**src/rtl/mmio_uart_tx_pkg.sv**
```systemverilog
// Shared definitions for the memory-mapped UART transmitter: register map,
// status bit layout and serializer states.
package mmio_uart_tx_pkg;

  localparam logic [15:0] OFF_DATA = 16'd0;
  localparam logic [15:0] OFF_STAT = 16'd1;
  localparam logic [15:0] OFF_DIV  = 16'd2;

  localparam int STAT_OVF      = 15;
  localparam int STAT_BUSY     = 8;
  localparam int STAT_FREE_LSB = 3;
  localparam int STAT_EMPTY    = 0;

  typedef enum logic [1:0] {
    ST_IDLE,
    ST_START,
    ST_DATA,
    ST_STOP
  } tx_state_t;

  // A zero divisor would make a bit last forever; treat it as one cycle.
  function automatic logic [15:0] eff_div(input logic [15:0] d);
    return (d == 16'd0) ? 16'd1 : d;
  endfunction

endpackage

```
**src/rtl/sync_fifo.sv**
```systemverilog
// Single-clock FIFO with wrapping pointers and an occupancy counter.
// A push while full is accepted only when a pop happens on the same edge.
module sync_fifo #(
  parameter int WIDTH = 8,
  parameter int DEPTH = 8
) (
  input  logic                     clk,
  input  logic                     rst,
  input  logic                     push,
  input  logic                     pop,
  input  logic [WIDTH-1:0]         wr_data,
  output logic [WIDTH-1:0]         rd_data,
  output logic                     full,
  output logic                     empty,
  output logic [$clog2(DEPTH):0]   count
);

  localparam int AW = $clog2(DEPTH);

  logic [WIDTH-1:0] mem [DEPTH];
  logic [AW-1:0]    wr_ptr;
  logic [AW-1:0]    rd_ptr;
  logic             do_push;
  logic             do_pop;

  assign full    = (count == (AW+1)'(DEPTH));
  assign empty   = (count == '0);
  assign do_pop  = pop && !empty;
  assign do_push = push && (!full || do_pop);
  assign rd_data = mem[rd_ptr];

  always_ff @(posedge clk) begin
    if (rst) begin
      wr_ptr <= '0;
      rd_ptr <= '0;
      count  <= '0;
    end else begin
      if (do_push) wr_ptr <= wr_ptr + 1'b1;
      if (do_pop)  rd_ptr <= rd_ptr + 1'b1;
      case ({do_push, do_pop})
        2'b10:   count <= count + 1'b1;
        2'b01:   count <= count - 1'b1;
        default: count <= count;
      endcase
    end
  end

  always_ff @(posedge clk) begin
    if (do_push) mem[wr_ptr] <= wr_data;
  end

endmodule

```
**src/rtl/mmio_uart_tx.sv**
```systemverilog
// Memory-mapped UART transmitter: CPU stores fill a TX FIFO, an 8N1
// serializer drains it, and loads return status and the baud divisor.
module mmio_uart_tx
  import mmio_uart_tx_pkg::*;
#(
  parameter logic [15:0] BASE_ADDR  = 16'hC004,
  parameter int          FIFO_DEPTH = 8,
  parameter logic [15:0] DIV_RESET  = 16'd434
) (
  input  logic        clk,
  input  logic        rst,
  input  logic [15:0] addr,
  input  logic        re,
  input  logic        we,
  input  logic [15:0] wrt_data,
  output logic [15:0] rd_data,
  output logic        TX,
  output logic        tx_busy
);

  localparam int CW = $clog2(FIFO_DEPTH) + 1;

  logic          hit_data, hit_stat, hit_div;
  logic          fifo_push, fifo_pop, fifo_full, fifo_empty, drop;
  logic [CW-1:0] fifo_count;
  logic [7:0]    fifo_dout;
  logic [4:0]    free_count;
  logic [15:0]   status;
  logic [15:0]   div;
  logic          ovf;
  logic          busy;

  tx_state_t     state, state_n;
  logic [7:0]    shifter, shifter_n;
  logic [15:0]   bit_len, bit_len_n;
  logic [15:0]   cyc_cnt, cyc_n;
  logic [2:0]    bit_idx, bit_idx_n;
  logic          tx_q, tx_n;
  logic          bit_done;

  assign hit_data  = (addr == BASE_ADDR + OFF_DATA);
  assign hit_stat  = (addr == BASE_ADDR + OFF_STAT);
  assign hit_div   = (addr == BASE_ADDR + OFF_DIV);
  assign fifo_push = we && hit_data;
  assign drop      = fifo_push && fifo_full && !fifo_pop;
  assign free_count = 5'(FIFO_DEPTH) - 5'(fifo_count);

  sync_fifo #(
    .WIDTH (8),
    .DEPTH (FIFO_DEPTH)
  ) u_fifo (
    .clk     (clk),
    .rst     (rst),
    .push    (fifo_push),
    .pop     (fifo_pop),
    .wr_data (wrt_data[7:0]),
    .rd_data (fifo_dout),
    .full    (fifo_full),
    .empty   (fifo_empty),
    .count   (fifo_count)
  );

  always_comb begin
    status                           = '0;
    status[STAT_OVF]                 = ovf;
    status[STAT_BUSY]                = busy;
    status[STAT_FREE_LSB +: 5]       = free_count;
    status[STAT_EMPTY]               = fifo_empty;
  end

  // Reads capture pre-write state; an overflow set beats a same-edge clear.
  always_ff @(posedge clk) begin
    if (rst) begin
      rd_data <= '0;
      ovf     <= 1'b0;
      div     <= DIV_RESET;
      busy    <= 1'b0;
    end else begin
      if (re && hit_stat)     rd_data <= status;
      else if (re && hit_div) rd_data <= div;
      else                    rd_data <= '0;
      if (we && hit_div) div <= wrt_data;
      if (drop)                 ovf <= 1'b1;
      else if (re && hit_stat)  ovf <= 1'b0;
      busy <= !fifo_empty || (state != ST_IDLE);
    end
  end

  assign bit_done = (cyc_cnt == bit_len - 16'd1);

  always_comb begin
    state_n   = state;
    shifter_n = shifter;
    bit_len_n = bit_len;
    cyc_n     = cyc_cnt + 16'd1;
    bit_idx_n = bit_idx;
    fifo_pop  = 1'b0;
    case (state)
      ST_IDLE: begin
        cyc_n = '0;
        if (!fifo_empty) begin
          fifo_pop  = 1'b1;
          shifter_n = fifo_dout;
          bit_len_n = eff_div(div);
          state_n   = ST_START;
        end
      end
      ST_START: begin
        if (bit_done) begin
          cyc_n     = '0;
          bit_idx_n = '0;
          state_n   = ST_DATA;
        end
      end
      ST_DATA: begin
        if (bit_done) begin
          cyc_n = '0;
          if (bit_idx == 3'd7) begin
            state_n = ST_STOP;
          end else begin
            shifter_n = shifter >> 1;
            bit_idx_n = bit_idx + 3'd1;
          end
        end
      end
      ST_STOP: begin
        if (bit_done) begin
          cyc_n   = '0;
          state_n = ST_IDLE;
        end
      end
      default: state_n = ST_IDLE;
    endcase
    // Line level follows the state being entered so TX stays registered.
    case (state_n)
      ST_START: tx_n = 1'b0;
      ST_DATA:  tx_n = shifter_n[0];
      default:  tx_n = 1'b1;
    endcase
  end

  always_ff @(posedge clk) begin
    if (rst) begin
      state   <= ST_IDLE;
      shifter <= '0;
      bit_len <= 16'd1;
      cyc_cnt <= '0;
      bit_idx <= '0;
      tx_q    <= 1'b1;
    end else begin
      state   <= state_n;
      shifter <= shifter_n;
      bit_len <= bit_len_n;
      cyc_cnt <= cyc_n;
      bit_idx <= bit_idx_n;
      tx_q    <= tx_n;
    end
  end

  assign TX      = tx_q;
  assign tx_busy = busy;

endmodule

```
**config.mk**
```make
export PLATFORM = sky130hd
export DESIGN_NAME = mmio_uart_tx
export DESIGN_NICKNAME = d
export VERILOG_FILES = /design/src/rtl/mmio_uart_tx_pkg.sv /design/src/rtl/sync_fifo.sv /design/src/rtl/mmio_uart_tx.sv
export SDC_FILE = /design/constraint.sdc
export NUM_CORES = 1
export LEC_CHECK = 0
export BUFFER_PORTS_ARGS = -buffer_cell sky130_fd_sc_hd__clkbuf_2
export CORE_ASPECT_RATIO = 1.5
export CORE_UTILIZATION = 25
export DETAILED_ROUTE_END_ITERATION = 8
export GPL_ROUTABILITY_DRIVEN = 0
export GPL_TIMING_DRIVEN = 0
export PLACE_DENSITY = 0.5
export SLEW_MARGIN = 20
export SYNTH_ARGS = -nofsm -noshare
export SYNTH_HDL_FRONTEND = slang
export SYNTH_SLANG_ARGS = --single-unit
```
**constraint.sdc**
```tcl
create_clock -name clk -period 4.17 [get_ports clk]
set_clock_uncertainty 0.1 [all_clocks]
set_input_delay 0.6255 -clock clk [delete_from_list [all_inputs] [get_ports clk]]
set_output_delay 0.6255 -clock clk [all_outputs]
set_load 0.01 [all_outputs]
```
==> out/metrics.csv, run 1 <==
stage,metric,value,unit
setup_path,cp_slowest_cell,sky130_fd_sc_hd__nor3b_1,
yosys,synth_seq_cells,157,
drt,dr.first_iter.drc_count,255,
yosys,share_of_synthesized_registers_carrying_an_async_set_or_reset,0,%
drt,wirelength,16600,um
sta,hold_slack,0.340,ns
global_routing,track_usage,12.7,%
global_routing,first_global_vias,4953,
die,initial_core_util,25.5,%
sta,fin_crit_sh,90.8,%
yosys,post_synthesis_area_per_instance,10.8,um^2
die,die_outline_height,204,um
sta,timing.final.setup_violations,0,
setup_path,crit_family,simple AND/OR/NAND/NOR gates,
pwr,vdd.ir_drop.worst,0.000299,V
drt,routed_via_density,4.59,
sta,grt_setup_unrepaired,no,
clock_network,tritoncts,yes,
pwr,power_density,407,nW/um^2
pwr,power.switching_fraction,20.6,%
yosys,netlist_area,6780,um^2
layout,mostFrequentLayoutCell,sky130_fd_sc_hd__nand2_1,
layout,filler_cell_count,2768,
drt,wl_per_cell,15.8,um
placement,portBuffers,53,
clock_network,cts.sink_count,157,
outcome,result_of_the_run,"complete, no violations",
job,cap_violations,0,
sta,max_freq,264,MHz
clock_network,hold_buffers,0,
layout,area_overhead_vs_synth,19.4,%
drt,detail-route-antenna-nets,0,
global_routing,grt_pass1_wl,26300,um
pwr,netSwitchingPower,679,uW
pwr,p_total,3300,uW
yosys,synthCells,627,
drt,vias,4814,
setup_path,most_frequent_cp_cell,sky130_fd_sc_hd__nand2_1,
yosys,syn_nets,674,
setup_path,cp_max_stage_delay,0.85,ns
drt,drcViolationCount,0,
setup_path,path_cells,"inv_1, ha_1, nor3b_1, a41oi_1, nor3_1, o311ai_0, nor4b_4, nand2_1, nand2_1, clkbuf_1, nor2_1",
pwr,clockPowerShare,50.1,%
drt,drt_pass1_iterations,4,
layout,finish.net_count,746,
setup_path,critPathLaunchType,flip-flop,
yosys,synth_area_leader_cell,sky130_fd_sc_hd__edfxtp_1,
die,die_width,136,um
sta,worst_tran_pin_value,1.08,ns
setup_path,crit_path_end_kind,flip-flop,
sta,max-slew-margin-rel,27.1,%
yosys,synth_top_area_share,28.3,%
die,io-pin-count,54,
die,dieArea,27800,um^2
sta,finalMaxSlewViolations,0,
layout,layout_common_cells,"sky130_fd_sc_hd__nand2_1, sky130_fd_sc_hd__dfxtp_1, sky130_fd_sc_hd__edfxtp_1",
pwr,power_report.internal_total,2620,uW
hold_path,hold_crit_class,in2reg,
global_routing,antenna_found_initial,0,
global_routing,grt_start_max_net_pins,17,
die,std_cell_rows,73,
pwr,p_seq_share,48.4,%
pwr,p_leak,0.00279,uW
layout,share_of_cells_above_drive_strength_1,17.0,%
global_routing,globalRoute.totalOverflow,0,
yosys,synth_cell_type_count,60,
setup_path,crit_path_max_fanout,10,
clock_network,clock_tree.htree_level_count,4,
clock_network,worst_skew_pair.late_latency,0.43,ns
clock_network,clk_root_buffer_cell,sky130_fd_sc_hd__clkbuf_16,
clock_network,max-clock-path-buffers,2,
setup_path,path_buf_inv,2,
clock_network,cts_resized,0,
yosys,synth.top_cells.by_area,"sky130_fd_sc_hd__edfxtp_1, sky130_fd_sc_hd__dfxtp_1, sky130_fd_sc_hd__nand2_1, sky130_fd_sc_hd__mux4_2, sky130_fd_sc_hd__nor2_1",
sta,tns,0,ns
clock_network,cts_made_buffers,17,
yosys,synth_sequential_area_ratio,55.8,%
layout,antenna_cells_inserted,0,
yosys,number_of_enable_flip_flop_cells_after_synthesis,64,
sta,finalHoldViolations,0,
setup_path,crit_path_arrival_time,3.99,ns
die,floorplan.core_area,26600,um^2
setup_path,worst-endpoint-required,4.37,ns
setup_path,timing_worst_setup_path_type,reg2reg,
placement,dp.final_hpwl,12400,um
clock_network,post_cts.repair.setup_buffers,0,
pwr,power.combinational.fraction,1.5,%
clock_network,clock_transition_time_at_the_flip_flop_clock_pins_of_the_worst_setup_and_hold_paths,0.07,ns
yosys,synthFlopType,sky130_fd_sc_hd__dfxtp_1,
sta,post-route-min-period,3.79,ns
yosys,yosysWarnings,0,
-- path summary, 6_finish.rpt --
kind | start | to | slack (ns) | cells after the start
setup reg to reg | bit_len[0]$_SDFFE_PP1P_ | cyc_cnt[11]$_SDFF_PP0_ | 0.38 | 11
hold reg to reg | bit_idx[1]$_SDFFE_PP0P_ | bit_idx[1]$_SDFFE_PP0P_ | 0.36 | 2
setup / recovery | bit_len[0]$_SDFFE_PP1P_ | cyc_cnt[11]$_SDFF_PP0_ | 0.38 | 11
hold / removal | wrt_data[9] | div[9]$_SDFFE_PP0P_ | 0.34 | 3
-- through the flow --
| step | setup WS, ns | area (um^2) | std cells | util, % |
|---|---|---|---|---|
| final | 0.383 | 8100 | 1049 | 30.5 |
| after CTS | 0.360 | 8100 | 1049 | 30.5 |
| after global placement | 0.407 | 7470 | 1017 | 28.1 |
| after global routing | 0.0101 | 8100 | 1049 | 30.5 |
| after detailed placement | 0.358 | 7480 | 1017 | 28.1 |
| after floorplan | 0.946 | 6780 | 627 | - |
-- area by class of cell --
class	count	area (um^2)	area share, %
tap	337	422	5.21
multi-input combinational	428	2840	35.0
sequential	157	3780	46.7
clock inverter	14	191	2.36
clock buffer	18	429	5.30
timing repair buffer	53	265	3.27
buffer	31	131	1.62
inverter	11	41.3	0.510
-- state kept, by name (all words and copies together), names as in the netlist, 2 cells and up, named ones only --
name / cells
bit_idx: 3
bit_len: 16
rd_data: 16
shifter: 8
u_fifo.mem: 64
state: 2
cyc_cnt: 16
div: 16
u_fifo.wr_ptr: 3
u_fifo.rd_ptr: 3
u_fifo.count: 4
-- power by group through the flow --
| stage | clock network [uW] | registers (uW) | logic, uW |
|---|---|---|---|
| 2_1_floorplan | 0 | 1630 | 13.5 |
| 3_3_place_gp | 0 | 1630 | 50.4 |
| 3_5_place_dp | 0 | 1630 | 50.9 |
| 4_1_cts | 1690 | 1600 | 51.0 |
| 5_1_grt | 1740 | 1590 | 54.8 |
| 6_report | 1650 | 1600 | 49.9 |
-- logic make-up after synthesis --
kind of cell    share of synthesized area [%]
mux                                      7.12
buf+inv                                  2.55
xor+xnor                                 4.78
flops                                    55.8
simple gates                             19.0
fa+ha+maj                                2.14
compound gates                           8.63
-- worst min-delay path, stage by stage --
cell and delay (ns):
sky130_fd_sc_hd__clkbuf_2 0.09, sky130_fd_sc_hd__nand2_1 0.05, sky130_fd_sc_hd__a21oi_1 0.05
-- synthesized netlist by cell type, drive strengths merged (2+ instances only) --
library cell  number
and3               9
ha                10
xor2              20
clkbuf            23
nor4               9
nor4b              5
o21ai              5
nand4              3
nand3b             8
or3                3
o311ai             2
a22oi              2
and2               9
mux2i              4
nor3b              3
o211ai             2
nand2b             8
mux4              16
xnor2             17
mux2               7
a21oi             42
a32oi              4
a41oi              3
edfxtp            64
buf                8
or4                5
nor2              57
a211o              2
o31ai              3
and3b              2
nand3             25
nor3              10
dfxtp             93
a22o               5
nand2             99
inv               10
a31oi              9
a2111oi            2
nor2b              5
-- routing by layer --
layer  track usage [%]  wire length, um  vias up
li1                  -                -     2403
met3              2.91              423       18
met2              23.4             8950       66
met1              13.9             6980     2327
met4              4.17              263        0
met5                 0                0        -
Note: power is estimated with default switching activity, not from simulation.
==> inputs of run 2 (changes only) <==
--- a/config.mk
+++ b/config.mk
@@ -5,9 +5,11 @@
 export SDC_FILE = /design/constraint.sdc
 export NUM_CORES = 1
 export LEC_CHECK = 0
+export ABC_AREA = 1
 export BUFFER_PORTS_ARGS = -buffer_cell sky130_fd_sc_hd__clkbuf_2
 export CORE_ASPECT_RATIO = 1.5
 export CORE_UTILIZATION = 25
+export CTS_BUF_LIST = sky130_fd_sc_hd__clkbuf_2
 export DETAILED_ROUTE_END_ITERATION = 8
 export GPL_ROUTABILITY_DRIVEN = 0
 export GPL_TIMING_DRIVEN = 0
==> run 2 against run 1 <==
Compared with the run above: sequential power is 19% higher; core utilization is 0.50 points lower; register-to-register slack worse by 0.06 ns; critical path type unchanged; area after synthesis grew 6.6%; synthesized cell count is 31% higher.
==> out/metrics.csv, run 2 <==
stage,metric,value,unit,change
setup_path,most_frequent_cp_cell,sky130_fd_sc_hd__nor2_1,,was sky130_fd_sc_hd__nand2_1
drt,drcViolationCount,0,,unchanged
yosys,ys_top_cells_by_count,"sky130_fd_sc_hd__nand2_1, sky130_fd_sc_hd__nor2_1, sky130_fd_sc_hd__inv_1",,"was sky130_fd_sc_hd__nand2_1, sky130_fd_sc_hd__dfxtp_1, sky130_fd_sc_hd__edfxtp_1"
sta,finalHoldViolations,0,,unchanged
yosys,post_synthesis_area_per_instance,8.77,um^2,was 10.8 um^2
setup_path,path_buf_inv,3,,was 2
drt,wirelength,19600,um,"was 16,600 um"
pwr,power_density,592,nW/um^2,was 407 nW/um^2
drt,detail-route-antenna-nets,0,,unchanged
hold_path,timing.hold.worst.start,re,,was wrt_data[9]
global_routing,antenna_found_initial,1,,was 0
layout,finish.net_count,962,,was 746
drt,dr.first_iter.drc_count,338,,was 255
die,std_cell_rows,75,,was 73
outcome,result_of_the_run,"complete, no violations",,unchanged
pwr,clockPowerShare,19.6,%,was 50.1%
die,die_width,141,um,was 136 um
die,floorplan.core_area,28200,um^2,"was 26,600 um^2"
pwr,netSwitchingPower,2110,uW,was 679 uW
setup_path,regToRegEndpoint,u_fifo.count[3]$_SDFFE_PP0P_,,was cyc_cnt[11]$_SDFF_PP0_
sta,tns,0,ns,unchanged
layout,share_of_cells_above_drive_strength_1,15.6,%,was 17.0%
setup_path,cp_slowest_cell,sky130_fd_sc_hd__clkbuf_1,,was sky130_fd_sc_hd__nor3b_1
clock_network,clk_root_buffer_cell,sky130_fd_sc_hd__clkbuf_2,,was sky130_fd_sc_hd__clkbuf_16
yosys,synth_seq_cells,157,,unchanged
yosys,fraction_of_the_mapped_netlist_area_in_simple_logic_gates,22.8,%,was 19.0%
sta,fin_crit_sh,92.2,%,was 90.8%
setup_path,path_cells,"inv_1, ha_1, nand2_1, nor2_1, nor3_1, clkbuf_8, clkbuf_1, ha_1, ha_1, nand2_1, nor2_1, a211oi_1, nor2_1, nor2_1, a21o_1, nand2_1, a31oi_1",,"was inv_1, ha_1, nor3b_1, a41oi_1, nor3_1, o311ai_0, nor4b_4, nand2_1, nand2_1, clkbuf_1, nor2_1"
clock_network,cts_resized,0,,unchanged
yosys,syn_nets,871,,was 674
setup_path,crit_path_max_fanout,10,,unchanged
layout,area_overhead_vs_synth,16.7,%,was 19.4%
yosys,synth.most_common_cell,sky130_fd_sc_hd__nand2_1,,unchanged
clock_network,cts_made_buffers,17,,unchanged
yosys,netlist_area,7230,um^2,was 6780 um^2
yosys,synth.top_cells.by_area,"sky130_fd_sc_hd__edfxtp_1, sky130_fd_sc_hd__dfxtp_1, sky130_fd_sc_hd__nand2_1, sky130_fd_sc_hd__nor2_1, sky130_fd_sc_hd__inv_1",,"was sky130_fd_sc_hd__edfxtp_1, sky130_fd_sc_hd__dfxtp_1, sky130_fd_sc_hd__nand2_1, sky130_fd_sc_hd__mux4_2, sky130_fd_sc_hd__nor2_1"
yosys,synth_cell_type_count,45,,was 60
pwr,p_leak,0.00335,uW,was 0.00279 uW
pwr,p_seq_share,38.3,%,was 48.4%
layout,ff_latch_area,3780,um^2,unchanged
pwr,power.combinational.fraction,42.0,%,was 1.5%
pwr,vdd.ir_drop.worst,0.000342,V,was 0.000299 V
drt,drt_pass1_iterations,5,,was 4
yosys,share_of_synthesized_registers_carrying_an_async_set_or_reset,0,%,unchanged
yosys,synthCells,824,,was 627
layout,largest_reg_flops,64,,unchanged
global_routing,grt_pass1_wl,30600,um,"was 26,300 um"
sta,grt_setup_unrepaired,no,,unchanged
sta,finalMaxSlewViolations,0,,unchanged
layout,layout_common_cells,"sky130_fd_sc_hd__nand2_1, sky130_fd_sc_hd__nor2_1, sky130_fd_sc_hd__inv_1",,"was sky130_fd_sc_hd__nand2_1, sky130_fd_sc_hd__dfxtp_1, sky130_fd_sc_hd__edfxtp_1"
pwr,power_report.internal_total,2880,uW,was 2620 uW
yosys,yosysWarnings,0,,unchanged
hold_path,hold-path-cell-count,5,,was 3
global_routing,first_global_vias,5689,,"was 4,953"
drt,wl_per_cell,15.4,um,was 15.8 um
die,initial_core_util,25.7,%,was 25.5%
setup_path,crit-reg2reg-launch,u_fifo.count[1]$_SDFFE_PP0P_,,was bit_len[0]$_SDFFE_PP1P_
job,cap_violations,0,,unchanged
die,die_outline_height,210,um,was 204 um
yosys,synth-compound-area-share,11.9,%,was 8.63%
sta,setup_slack,0.326,ns,was 0.383 ns
layout,finalInstanceArea,8440,um^2,was 8100 um^2
clock_network,hold_buffers,15,,was 0
setup_path,crit_path_end_kind,flip-flop,,unchanged
yosys,synth_top_area_share,26.6,%,was 28.3%
setup_path,critPathLaunchType,flip-flop,,unchanged
global_routing,grt_start_max_net_pins,17,,unchanged
pwr,p_total,4990,uW,was 3300 uW
die,dieArea,29600,um^2,"was 27,800 um^2"
yosys,number_of_enable_flip_flop_cells_after_synthesis,64,,unchanged
sta,timing.final.setup_violations,0,,unchanged
pwr,power.switching_fraction,42.3,%,was 20.6%
clock_network,max-clock-path-buffers,2,,unchanged
hold_path,hold_crit_class,in2reg,,unchanged
yosys,synth_area_leader_cell,sky130_fd_sc_hd__edfxtp_1,,unchanged
setup_path,worst-endpoint-required,4.81,ns,was 4.37 ns
clock_network,cts.sink_count,157,,unchanged
yosys,synth-xor-area-share,2.42,%,was 4.78%
sta,max-slew-margin-rel,44.9,%,was 27.1%
yosys,synth_top_family_by_area,simple AND/OR/NAND/NOR gates,,unchanged
clock_network,tritoncts,yes,,unchanged
yosys,synthFlopType,sky130_fd_sc_hd__dfxtp_1,,unchanged
setup_path,reg2reg_slack,0.33,ns,was 0.38 ns
global_routing,track_usage,13.9,%,was 12.7%
setup_path,crit_family,simple AND/OR/NAND/NOR gates,,unchanged
die,io-pin-count,54,,unchanged
sta,worst_tran_pin_value,0.822,ns,was 1.08 ns
setup_path,timing_worst_setup_path_type,reg2reg,,unchanged
yosys,synth_sequential_area_ratio,52.3,%,was 55.8%
layout,registers.top_by_ff_count,u_fifo.mem,,unchanged
placement,placed_area,8000,um^2,was 7480 um^2
yosys,post_synth_fa_ha_maj_area_fraction,2.01,%,was 2.14%
sta,max_freq,260,MHz,was 264 MHz
hold_path,hold_end,rd_data[5]$_SDFF_PP0_,,was div[9]$_SDFFE_PP0P_
clock_network,post_cts.repair.setup_buffers,0,,unchanged
layout,multi_input_area,2950,um^2,was 2840 um^2
yosys,yosys-mux-area-fraction,1.11,%,was 7.12%
global_routing,globalRoute.totalOverflow,0,,unchanged
setup_path,cp_max_stage_delay,0.53,ns,was 0.85 ns
drt,routed_via_density,4.58,,was 4.59
setup_path,r2r_cells,17,,was 11
drt,vias,5837,,"was 4,814"
layout,mostFrequentLayoutCell,sky130_fd_sc_hd__nand2_1,,unchanged
layout,filler_cell_count,3014,,"was 2,768"
sta,post-route-min-period,3.84,ns,was 3.79 ns
clock_network,worst_skew_pair.late_latency,0.78,ns,was 0.43 ns
clock_network,clock_transition_time_at_the_flip_flop_clock_pins_of_the_worst_setup_and_hold_paths,0.25,ns,was 0.07 ns
placement,portBuffers,52,,was 53
clock_network,clock_tree.htree_level_count,4,,unchanged
setup_path,crit_path_arrival_time,4.48,ns,was 3.99 ns
placement,pre_cts_slack,0.376,ns,was 0.358 ns
placement,dp.final_hpwl,14700,um,"was 12,400 um"
## run 2: cell count changes in the layout (fill, tap and decap cells not counted), moves of 17 or more
cell / change
sky130_fd_sc_hd__clkbuf_2: +18
sky130_fd_sc_hd__inv_1: +89
sky130_fd_sc_hd__clkbuf_16: -17
sky130_fd_sc_hd__nor2_1: +55
sky130_fd_sc_hd__o21ai_0: +46
sky130_fd_sc_hd__nand2_1: +40
## run 2: cell families after synthesis
logic type,Yosys count
compound gates,142
xor+xnor,20
fa+ha+maj,11
buf+inv,132
flops,157
mux,8
simple gates,354
## run 2: per-layer routing
layer  track usage (%)  up-vias  part of all wire, %
met2              26.7      114                   55
met3              2.57       32                  2.8
li1                  -     2936                    -
met1              13.9     2755                   38
met4              7.95        0                  4.2
met5                 0        -                    0
## run 2: worst max path at each step
stage	from	end	slack [ns]	cells after the start
6_report	u_fifo.count[1]$_SDFFE_PP0P_	u_fifo.count[3]$_SDFFE_PP0P_	0.33	17
3_3_place_gp	addr[11]	u_fifo.mem[6][2]$_DFFE_PP_	0.08	11
4_1_cts	u_fifo.count[0]$_SDFFE_PP0P_	u_fifo.count[3]$_SDFFE_PP0P_	0.31	17
5_1_grt	u_fifo.count[0]$_SDFFE_PP0P_	u_fifo.count[3]$_SDFFE_PP0P_	0.03	17
2_1_floorplan	u_fifo.count[0]$_SDFFE_PP0P_	u_fifo.count[3]$_SDFFE_PP0P_	1.19	17
3_5_place_dp	u_fifo.count[0]$_SDFFE_PP0P_	u_fifo.count[3]$_SDFFE_PP0P_	0.38	17
## run 2: metrics by stage
stage	std cells	hold slack [ns]	utilization, %
2_1_floorplan	824	0.329	-
3_3_place_gp	1222	0.346	28.1
3_5_place_dp	1227	0.353	28.4
4_1_cts	1274	0.00328	30.0
5_1_grt	1275	0.0205	30.0
6_report	1275	0.103	30.0
## run 2: area by class of cell
| type | count | share of cell area [%] |
|---|---|---|
| tap | 346 | 5.13 |
| timing repair buffer | 72 | 5.35 |
| sequential | 157 | 44.8 |
| antenna | 1 | 0.0297 |
| buffer | 30 | 1.76 |
| clock inverter | 13 | 2.22 |
| clock buffer | 19 | 1.13 |
| multi-input combinational | 535 | 35.0 |
| inverter | 102 | 4.54 |
## run 2: worst register-to-register path: cells and delay by family (launching register included)
kind	cells	cell delay (ns)
adders and majority gates	3	0.85
buffers and inverters	3	0.94
DFF	1	0.42
AOI/OAI and AO/OA	3	0.52
and+or+nand+nor	8	0.98
## run 2: power groups by stage
stage / Combinational, uW / Clock (uW) / Sequential, uW
finish: 2100 / 981 / 1910
global route: 2370 / 1070 / 1940
CTS: 2130 / 1010 / 1920
detailed placement: 2110 / 0 / 1950
global placement: 2090 / 0 / 1950
floorplan: 1550 / 0 / 1900
==> inputs of run 3 (changes only) <==
--- a/config.mk
+++ b/config.mk
@@ -14,6 +14,7 @@
 export GPL_ROUTABILITY_DRIVEN = 0
 export GPL_TIMING_DRIVEN = 0
 export PLACE_DENSITY = 0.5
+export RECOVER_POWER = 100
 export SLEW_MARGIN = 20
 export SYNTH_ARGS = -nofsm -noshare
 export SYNTH_HDL_FRONTEND = slang
==> run 3 against run 2 <==
Compared with the run above: sequential power about the same; global-route usage is the same; routed wire length about the same; sequential share of layout area rose by 0.85 points; highest routed layer unchanged; non-clock buffer count did not move; maximum frequency increased by 0.18%; power decreased by 1.1%; critical path depth is the same; sequential cell count did not move; die area did not move; critical path type unchanged.
==> out/metrics.csv, run 3 (same netlist as run 2, synthesis figures left out) <==
stage,metric,value,unit,change
outcome,result_of_the_run,"complete, no violations",,unchanged
placement,dp.final_hpwl,14700,um,unchanged
clock_network,clock_transition_time_at_the_flip_flop_clock_pins_of_the_worst_setup_and_hold_paths,0.25,ns,about the same
drt,drt_pass1_iterations,6,,was 5
sta,tns,0,ns,unchanged
sta,grt_setup_unrepaired,no,,unchanged
sta,max_freq,261,MHz,was 260 MHz
setup_path,cp_slowest_cell,sky130_fd_sc_hd__clkbuf_1,,unchanged
placement,portBuffers,52,,unchanged
setup_path,most_frequent_cp_cell,sky130_fd_sc_hd__nor2_1,,unchanged
clock_network,clock_tree.htree_level_count,4,,unchanged
sta,fin_crit_sh,92.0,%,was 92.2%
drt,drcViolationCount,0,,unchanged
layout,area_overhead_vs_synth,14.6,%,was 16.7%
layout,filler_cell_count,3055,,"was 3,014"
setup_path,timing_worst_setup_path_type,reg2reg,,unchanged
layout,mostFrequentLayoutCell,sky130_fd_sc_hd__nand2_1,,unchanged
layout,finish.net_count,962,,unchanged
drt,wirelength,19600,um,about the same
die,initial_core_util,25.7,%,unchanged
drt,vias,5831,,"was 5,837"
layout,registers.top_by_ff_count,u_fifo.mem,,unchanged
sta,worst_tran_pin_value,1.42,ns,was 0.822 ns
die,die_width,141,um,unchanged
clock_network,tritoncts,yes,,unchanged
setup_path,crit-reg2reg-launch,u_fifo.count[1]$_SDFFE_PP0P_,,unchanged
setup_path,crit_path_end_kind,flip-flop,,unchanged
global_routing,track_usage,13.9,%,unchanged
sta,timing.final.setup_violations,0,,unchanged
setup_path,worst-endpoint-required,4.80,ns,was 4.81 ns
die,dieArea,29600,um^2,unchanged
global_routing,grt_pass1_wl,30600,um,unchanged
setup_path,timing.critical_path.from,u_fifo.count[1]$_SDFFE_PP0P_,,unchanged
global_routing,first_global_vias,5689,,unchanged
setup_path,crit_path_arrival_time,4.47,ns,was 4.48 ns
hold_path,hold_crit_class,in2reg,,unchanged
layout,largest_reg_flops,64,,unchanged
clock_network,cts.sink_count,157,,unchanged
global_routing,grt_start_max_net_pins,17,,unchanged
layout,final-instance-count-excl-fill,1275,,unchanged
clock_network,worst_skew_pair.late_latency,0.77,ns,was 0.78 ns
die,io-pin-count,54,,unchanged
drt,dr.first_iter.drc_count,338,,unchanged
setup_path,path_cells,"inv_1, ha_1, nand2_1, nor2_1, nor3_1, clkbuf_8, clkbuf_1, ha_1, ha_1, nand2_1, nor2_1, a211oi_1, nor2_1, nor2_1, a21o_1, nand2_1, a31oi_1",,unchanged
setup_path,crit_path_max_fanout,10,,unchanged
global_routing,globalRoute.totalOverflow,0,,unchanged
clock_network,cts_made_buffers,17,,unchanged
die,floorplan.core_area,28200,um^2,unchanged
clock_network,clk_root_buffer_cell,sky130_fd_sc_hd__clkbuf_2,,unchanged
global_routing,antenna_found_initial,1,,unchanged
job,cap_violations,0,,unchanged
die,die_outline_height,210,um,unchanged
layout,share_of_cells_above_drive_strength_1,10.3,%,was 15.6%
placement,placed_cells,1227,,unchanged
clock_network,max-clock-path-buffers,2,,unchanged
sta,finalHoldViolations,0,,unchanged
drt,wl_per_cell,15.4,um,about the same
die,std_cell_rows,75,,unchanged
layout,layout_common_cells,"sky130_fd_sc_hd__nand2_1, sky130_fd_sc_hd__nor2_1, sky130_fd_sc_hd__inv_1",,unchanged
hold_path,timing.hold.worst.start,re,,unchanged
sta,finalMaxSlewViolations,0,,unchanged
pwr,vdd.ir_drop.worst,0.000337,V,was 0.000342 V
sta,post-route-min-period,3.84,ns,about the same
drt,detail-route-antenna-nets,0,,unchanged
setup_path,cp_max_stage_delay,0.54,ns,was 0.53 ns
pwr,p_leak,0.00319,uW,was 0.00335 uW
pwr,power_density,596,nW/um^2,was 592 nW/um^2
drt,routed_via_density,4.57,,was 4.58
setup_path,critPathLaunchType,flip-flop,,unchanged
sta,max-slew-margin-rel,4.43,%,was 44.9%
run 3: cell count changes in the layout (fill, tap and decap cells not counted), moves of 2 or more:
| cell | change |
|---|---|
| sky130_fd_sc_hd__nor2_1 | +4 |
| sky130_fd_sc_hd__a21oi_1 | +2 |
| sky130_fd_sc_hd__nor3_1 | +7 |
| sky130_fd_sc_hd__clkbuf_2 | -26 |
| sky130_fd_sc_hd__a21oi_2 | -2 |
| sky130_fd_sc_hd__nor3_2 | -7 |
| sky130_fd_sc_hd__clkbuf_1 | +33 |
| sky130_fd_sc_hd__buf_4 | -5 |
| sky130_fd_sc_hd__nor2_4 | -2 |
run 3: timing repair:
action                                 in CTS  in global routing
hold buffers                               15                  0
gates resized for setup                     0                  0
buffers inserted                            0                  0
endpoints found under the hold margin      51                  0
run 3: stage by stage:
| step | setup slack [ns] | hold WS (ns) | total power [uW] | area [um^2] | util, % |
|---|---|---|---|---|---|
| global route | 0.0393 | 0.0205 | 5330 | 8280 | 29.4 |
| detailed placement | 0.376 | 0.353 | 4060 | 8000 | 28.4 |
| global placement | 0.0849 | 0.346 | 4040 | 7920 | 28.1 |
| finish | 0.333 | 0.110 | 4940 | 8280 | 29.4 |
| CTS | 0.313 | 0.00328 | 5060 | 8440 | 30.0 |
| floorplan | 1.19 | 0.329 | 3460 | 7230 | - |
run 3: critical path, delay by kind of cell (launching register included):
kind                       cells  cell delay (ns)
DFF                            1             0.42
AOI/OAI and AO/OA              3             0.52
buffers and inverters          3             0.94
adders and majority gates      3             0.84
and+or+nand+nor                8             0.97
run 3: worst paths after layout:
kind | cells after the start | endpoint | slack, ns
setup / recovery | 17 | u_fifo.count[3]$_SDFFE_PP0P_ | 0.33
hold / removal | 5 | rd_data[5]$_SDFF_PP0_ | 0.11
setup reg to reg | 17 | u_fifo.count[3]$_SDFFE_PP0P_ | 0.33
hold reg to reg | 2 | shifter[7]$_SDFFE_PP0P_ | 0.38
run 3: per-layer routing:
metal / part of all wire [%] / vias to the layer above / global-route usage (%)
li1: - / 2937 / -
met4: 4.2 / 0 / 7.95
met3: 2.6 / 33 / 2.57
met5: 0 / - / 0
met1: 39 / 2745 / 13.9
met2: 55 / 116 / 26.7
run 3: area by class of cell:
class	count	area, um^2	share of cell area, %
repair buffers	72	397	4.79
multi-input cells	535	2870	34.6
clock inverters	13	188	2.27
flip-flops and latches	157	3780	45.7
well taps	346	433	5.23
clock buffers	19	95.1	1.15
plain buffers	30	135	1.63
diodes	1	2.50	0.0302
inverters	102	383	4.62
run 3: where the power goes:
group / total (uW) / switching [uW] / internal [uW]
clock: 975 / 568 / 407
sequential: 1910 / 157 / 1760
combinational: 2050 / 1360 / 694
